<file path="src/rtl/regfile_pkg.sv">
`default_nettype none
// ============================================================================
// Module  : regfile_pkg
// Purpose : Shared definitions for the multi-port register file: default
//           sizing constants, dump FSM state encoding, index-width helper.
// Revision: 1.0 - initial release
// ============================================================================
package regfile_pkg;

  localparam int DEFAULT_DATA_WIDTH = 64;
  localparam int DEFAULT_NUM_REGS   = 32;

  typedef enum logic [1:0] {
    ST_IDLE = 2'd0,
    ST_DUMP = 2'd1,
    ST_DONE = 2'd2
  } dump_state_t;

  // Width of a register index; never less than one bit.
  function automatic int idx_width(input int num_regs);
    return (num_regs <= 2) ? 1 : $clog2(num_regs);
  endfunction

endpackage
`default_nettype wire

</file>
<file path="src/rtl/regfile_scoreboard.sv">
`default_nettype none
// ============================================================================
// Module  : regfile_scoreboard
// Purpose : Per-register pending-write (busy) bits. Issue sets, writeback
//           clears, set wins on collision. Reports per-read-port busy with
//           same-cycle writeback forwarding taken into account.
// Revision: 1.0 - initial release
// ============================================================================
module regfile_scoreboard
  import regfile_pkg::*;
#(
  parameter int NUM_REGS = DEFAULT_NUM_REGS,
  parameter int NUM_RD   = 2,
  parameter int NUM_WR   = 2,
  parameter int AW       = idx_width(NUM_REGS)
) (
  input  logic                 clk,
  input  logic                 reset,
  input  logic                 iss_valid,
  input  logic [AW-1:0]        iss_rd,
  input  logic [NUM_WR-1:0]    wr_en,
  input  logic [NUM_WR*AW-1:0] wr_addr,
  input  logic [NUM_RD*AW-1:0] rd_addr,
  output logic [NUM_RD-1:0]    rd_busy
);

  logic [NUM_REGS-1:0] busy;
  logic [NUM_REGS-1:0] set_mask;
  logic [NUM_REGS-1:0] clr_mask;
  logic [NUM_REGS-1:0] busy_next;
  logic [AW-1:0]       ra;
  logic                wr_hit;

  // Next busy vector: clear on writeback, then set on issue so set wins.
  always_comb begin
    set_mask  = '0;
    clr_mask  = '0;
    if (iss_valid && (iss_rd != '0)) begin
      set_mask[iss_rd] = 1'b1;
    end
    for (int w = 0; w < NUM_WR; w++) begin
      if (wr_en[w]) begin
        clr_mask[wr_addr[w*AW +: AW]] = 1'b1;
      end
    end
    busy_next    = (busy & ~clr_mask) | set_mask;
    busy_next[0] = 1'b0;
  end

  // Busy bit register.
  always_ff @(posedge clk) begin
    if (reset) begin
      busy <= '0;
    end else begin
      busy <= busy_next;
    end
  end

  // Per-port busy: a same-cycle writeback to the index hides the busy bit.
  always_comb begin
    rd_busy = '0;
    ra      = '0;
    wr_hit  = 1'b0;
    for (int p = 0; p < NUM_RD; p++) begin
      ra     = rd_addr[p*AW +: AW];
      wr_hit = 1'b0;
      for (int w = 0; w < NUM_WR; w++) begin
        if (wr_en[w] && (wr_addr[w*AW +: AW] == ra)) begin
          wr_hit = 1'b1;
        end
      end
      rd_busy[p] = busy[ra] & ~wr_hit & (ra != '0);
    end
  end

endmodule
`default_nettype wire

</file>
<file path="src/rtl/regfile_mp.sv">
`default_nettype none
// ============================================================================
// Module  : regfile_mp
// Purpose : Multi-port register file with write-through bypass, x0 hardwired
//           to zero, issue-time busy scoreboard and an optional sequential
//           register dump engine.
// Config  : define REGFILE_MP_DUMP_EN to build the dump FSM; otherwise
//           dump_req is ignored and all dump_* outputs are held at 0.
// Revision: 1.0 - initial release
// ============================================================================
module regfile_mp
  import regfile_pkg::*;
#(
  parameter  int DATA_WIDTH = DEFAULT_DATA_WIDTH,
  parameter  int NUM_REGS   = DEFAULT_NUM_REGS,
  parameter  int NUM_RD     = 2,
  parameter  int NUM_WR     = 2,
  localparam int AW         = idx_width(NUM_REGS)
) (
  input  logic                         clk,
  input  logic                         reset,
  input  logic [NUM_RD-1:0]            rd_en,
  input  logic [NUM_RD*AW-1:0]         rd_addr,
  output logic [NUM_RD*DATA_WIDTH-1:0] rd_data,
  output logic [NUM_RD-1:0]            rd_busy,
  output logic                         hazard,
  input  logic [NUM_WR-1:0]            wr_en,
  input  logic [NUM_WR*AW-1:0]         wr_addr,
  input  logic [NUM_WR*DATA_WIDTH-1:0] wr_data,
  input  logic                         iss_valid,
  input  logic [AW-1:0]                iss_rd,
  input  logic                         dump_req,
  output logic                         dump_valid,
  output logic [AW-1:0]                dump_idx,
  output logic [DATA_WIDTH-1:0]        dump_data,
  output logic                         dump_done
);

  logic [DATA_WIDTH-1:0] regs [NUM_REGS];
  logic [AW-1:0]         ra;
  logic [DATA_WIDTH-1:0] rv;

  // Storage update; ascending port order lets the highest port win.
  always_ff @(posedge clk) begin
    if (reset) begin
      for (int i = 0; i < NUM_REGS; i++) begin
        regs[i] <= '0;
      end
    end else begin
      for (int w = 0; w < NUM_WR; w++) begin
        if (wr_en[w] && (wr_addr[w*AW +: AW] != '0)) begin
          regs[wr_addr[w*AW +: AW]] <= wr_data[w*DATA_WIDTH +: DATA_WIDTH];
        end
      end
    end
  end

  // Combinational reads with write-through bypass from the winning port.
  always_comb begin
    rd_data = '0;
    ra      = '0;
    rv      = '0;
    for (int p = 0; p < NUM_RD; p++) begin
      ra = rd_addr[p*AW +: AW];
      rv = regs[ra];
      for (int w = 0; w < NUM_WR; w++) begin
        if (wr_en[w] && (wr_addr[w*AW +: AW] == ra)) begin
          rv = wr_data[w*DATA_WIDTH +: DATA_WIDTH];
        end
      end
      if (ra == '0) begin
        rv = '0;
      end
      rd_data[p*DATA_WIDTH +: DATA_WIDTH] = rv;
    end
  end

  regfile_scoreboard #(
    .NUM_REGS (NUM_REGS),
    .NUM_RD   (NUM_RD),
    .NUM_WR   (NUM_WR),
    .AW       (AW)
  ) u_scoreboard (
    .clk       (clk),
    .reset     (reset),
    .iss_valid (iss_valid),
    .iss_rd    (iss_rd),
    .wr_en     (wr_en),
    .wr_addr   (wr_addr),
    .rd_addr   (rd_addr),
    .rd_busy   (rd_busy)
  );

  assign hazard = |(rd_en & rd_busy);

`ifdef REGFILE_MP_DUMP_EN
  dump_state_t   state;
  dump_state_t   state_next;
  logic [AW-1:0] cnt;
  logic [AW-1:0] cnt_next;

  // Dump FSM state and index register.
  always_ff @(posedge clk) begin
    if (reset) begin
      state <= ST_IDLE;
      cnt   <= '0;
    end else begin
      state <= state_next;
      cnt   <= cnt_next;
    end
  end

  // Dump FSM next-state and outputs; dump data is raw storage, no bypass.
  always_comb begin
    state_next = state;
    cnt_next   = cnt;
    dump_valid = 1'b0;
    dump_idx   = '0;
    dump_data  = '0;
    dump_done  = 1'b0;
    case (state)
      ST_IDLE: begin
        if (dump_req) begin
          state_next = ST_DUMP;
          cnt_next   = '0;
        end
      end
      ST_DUMP: begin
        dump_valid = 1'b1;
        dump_idx   = cnt;
        dump_data  = regs[cnt];
        if (cnt == AW'(NUM_REGS - 1)) begin
          state_next = ST_DONE;
          cnt_next   = '0;
        end else begin
          cnt_next = cnt + 1'b1;
        end
      end
      ST_DONE: begin
        dump_done  = 1'b1;
        state_next = ST_IDLE;
      end
      default: begin
        state_next = ST_IDLE;
        cnt_next   = '0;
      end
    endcase
  end
`else
  logic unused_dump_req;
  assign unused_dump_req = dump_req;
  assign dump_valid      = 1'b0;
  assign dump_idx        = '0;
  assign dump_data       = '0;
  assign dump_done       = 1'b0;
`endif

endmodule
`default_nettype wire

</file>
<file path="config.mk">
export PLATFORM = sky130hd
export DESIGN_NAME = regfile_mp
export DESIGN_NICKNAME = d
export VERILOG_FILES = /design/src/rtl/regfile_pkg.sv /design/src/rtl/regfile_scoreboard.sv /design/src/rtl/regfile_mp.sv
export SDC_FILE = /design/constraint.sdc
export NUM_CORES = 2
export LEC_CHECK = 0
export ABC_AREA = 0
export CORE_UTILIZATION = 30
export DETAILED_ROUTE_END_ITERATION = 6
export PLACE_DENSITY = 0.52
export SYNTH_ARGS = -nofsm -noshare
export SYNTH_HDL_FRONTEND = slang
export SYNTH_SLANG_ARGS = --single-unit
</file>
<file path="constraint.sdc">
create_clock -name clk -period 10.65 [get_ports clk]
set_clock_uncertainty 0.15 [all_clocks]
set_input_delay 3.195 -clock clk [delete_from_list [all_inputs] [get_ports clk]]
set_output_delay 3.195 -clock clk [all_outputs]
set_load 0.1 [all_outputs]
</file>
==> flow_metrics.py <==
metrics = {
    "run_status": {
        "status": "complete, but fails checks",
        "violations": "DRC, capacitance limit, slew limit",
    },
    "timing": {
        "whs_ps": 357.4,
        "finalHoldViolations": 0,
        "finalCritPeriodShare": 0.9999,
        "slew_viol_final": 8,
        "max_slew_margin": -0.07092,
        "clock.fmax_ghz": 0.09390,
        "tightestPinTransition_ps": 1605,
        "rsz0062_at_grt": "no",
        "setup_tns_ps": 0,
        "setup_viol": 0,
        "period_needed_ps": 10650,
    },
    "clocking": {
        "root_buffer": "clkbuf_16",
        "hold_buffers": 0,
        "htreeDepth": 4,
        "post_cts_buffers": 0,
        "cts_num_sinks": 2079,
        "cts_inserted_buffers": 237,
        "clock_latency_ps": 940,
        "cts_max_path_buffers": 4,
        "cts_tree": "built",
        "path_clk_slew_ps": 50,
        "cts_resized": 2,
    },
    "synth": {
        "synth_edf_count": 2048,
        "synth_cells": 9261,
        "ys_warn_count": 0,
        "synth.distinct_cells": 63,
        "synth.most_common_cell": "edfxtp_1",
        "synth-seq-cells": 2079,
        "ys_top_cells_by_area": "edfxtp_1 (50%), mux4_2 (19%), a22o_1 (11%)",
        "synth_top_family_by_area": "multiplexers",
        "syn_area_sq_um": 123500,
        "yosys.area.top_type_share": 0.4980,
        "async_flop_share": 0,
        "synth_ff_type": "edfxtp_1",
        "synth_common_cells": "edfxtp_1 (2048), a22o_1 (1536), nand2_1 (1045)",
        "postSynthAreaPerCell_sq_um": 13.34,
        "synth_xor_area_frac": 0.001418,
        "synth_fa_ha_area_frac": 0,
        "yosys.area_share.simple": 0.05223,
        "ys_seq_area_frac": 0.5030,
        "synth_top_cell_by_area": "edfxtp_1",
        "synthMuxAreaShare": 0.2203,
        "synth_compound_area_frac": 0.1659,
    },
    "worst_setup_path": {
        "worstPathArrival_ps": 7300,
        "startpoint_type": "input pin",
        "startpoint": "wr_addr[0]",
        "critPathKind": "in -> out",
        "cp_max_fo": 9,
        "worstPathRequired_ps": 7310,
        "r2r_start": "u_scoreboard.busy[7]",
        "end_kind": "primary output",
    },
    "pwr": {
        "pwr_density_cell_nw_per_um2": 156.0,
        "leakagePower_nw": 46.10,
        "ir_drop_mv": 0.1321,
        "finalPower_mw": 22.03,
    },
    "drt": {
        "vias_per_cell": 6.683,
        "ant_nets": 0,
        "first_iter_violations": 17350,
        "drc": 6,
        "drt-total-wl_um": 614900,
        "drt_first_pass_iters": 7,
        "num_vias": 97960,
        "wl_per_cell_um": 41.95,
    },
    "final_layout": {
        "design_area_sq_um": 141200,
        "layout-drive-gt1-share": 0.2445,
        "fillerInstances": 39310,
        "regArea_sq_um": 62120,
        "multiInputGateArea_sq_um": 55680,
        "fin_cells": 14660,
        "area_growth_pct": 14.33,
        "fin_nets": 9141,
    },
    "global_routing": {
        "grt_use_total": 0.2855,
        "grt_overflow_total": 0,
        "first_global_vias": 93810,
        "grt_pass1_wl_um": 818400,
        "grt_max_degree": 129,
        "antenna_found_initial": 45,
    },
    "die": {
        "start_util": 0.3013,
        "die-height_um": 643.6,
        "dieWidth_um": 643.6,
        "core-area_sq_um": 409900,
        "ios": 363,
        "dieArea_sq_um": 414200,
        "rows": 235,
    },
    "place": {
        "hpwl_um": 348200,
        "dp.cells": 14190,
        "place_area_sq_um": 133900,
        "finalWeightedCongestion": 0.8958,
        "portBuffers": 290,
    },
    "worst_hold_path": {
        "hold_path.class": "reg -> reg",
        "min_from": "u_scoreboard.busy[2]",
    },
    "job": {
        "cap_viol_max_count": 2,
    },
}
## cells in the final DEF, fill, tap and decap left out, drive strengths merged, types with 15 or more instances in the layout
cell type	n
a211oi	80
nor2	122
and3	23
diode	32
mux2	57
clkdlybuf4s50	148
a221oi	29
mux2i	355
o21ai	592
a22oi	106
nor3	90
nor2b	52
clkinv	104
o22ai	115
conb	135
nand2	1045
a211o	15
clkbuf	301
o2111ai	33
or3	26
a22o	1536
dfxtp	31
a21oi	126
buf	705
nand3	78
inv	21
edfxtp	2048
mux4	1022
o221ai	45
## worst max-delay path, cell delays in order
cell and delay [ps]:
clkdlybuf4s50_1 620, xor2_1 250, nor4_1 540, nand3_1 450, nand2_2 710, buf_12 250
buf_4 220, a211oi_1 70, nor3_1 580, buf_4 240, buf_12 170
## stage by stage
stage / worst slack (ps) / utilization
2_1_floorplan: 3.867 / -
3_5_place_dp: -114.9 / 0.3268
6_report: 0.6506 / 0.3445
5_1_grt: 36.80 / 0.3443
4_1_cts: 137.1 / 0.3443
3_3_place_gp: -167.2 / 0.3268
## per-layer routing
metal  routed length [um]  GRT usage  vias to the layer above
li1                     -          -                    36640
met1               208000     0.3386                    49870
met2               270600     0.4323                     9094
met3                83790    0.09329                     2318
met4                52140     0.2121                       32
met5                  264   0.001156                        -
## sequential cells by signal, summed over array words and instances (netlist names)
signal             count
u_scoreboard.busy     31
regs                2048
## cell type report
cell class | instances | share of cell area
Clock buffer | 298 | 0.04378
Clock inverter | 135 | 0.006992
Timing Repair Buffer | 856 | 0.06580
Tap cell | 5451 | 0.04830
Multi-Input combinational cell | 5798 | 0.3943
Inverter | 8 | 0.0002658
Antenna cell | 32 | 0.0005671
Sequential cell | 2079 | 0.4399
## worst paths after layout
check	to	slack [ps]	cells after the start
setup / recovery	rd_data[23]	0.7	11
setup reg to reg	u_scoreboard.busy[7]	9790	2
hold reg to reg	u_scoreboard.busy[2]	360	2
hold / removal	u_scoreboard.busy[2]	360	2
## kinds of logic (layout without fill, tap and decap cells)
family	after synthesis	count (layout)
AND/OR/NAND/NOR	1502	1502
AO/OA/AOI/OAI	2707	2707
buffers and inverters	1518	1297
flip-flops	2079	2079
XOR/XNOR	20	20
multiplexers	1434	1434
other	1	167
## power by group
group | leakage, nW | internal [mW] | switching [mW] | total, mW
registers | 19.8 | 9.49 | 0.253 | 9.74
logic | 22.8 | 1.52 | 2.81 | 4.33
clock network | 3.49 | 4.33 | 3.63 | 7.97
No activity file was read; power rests on OpenSTA's default activity.
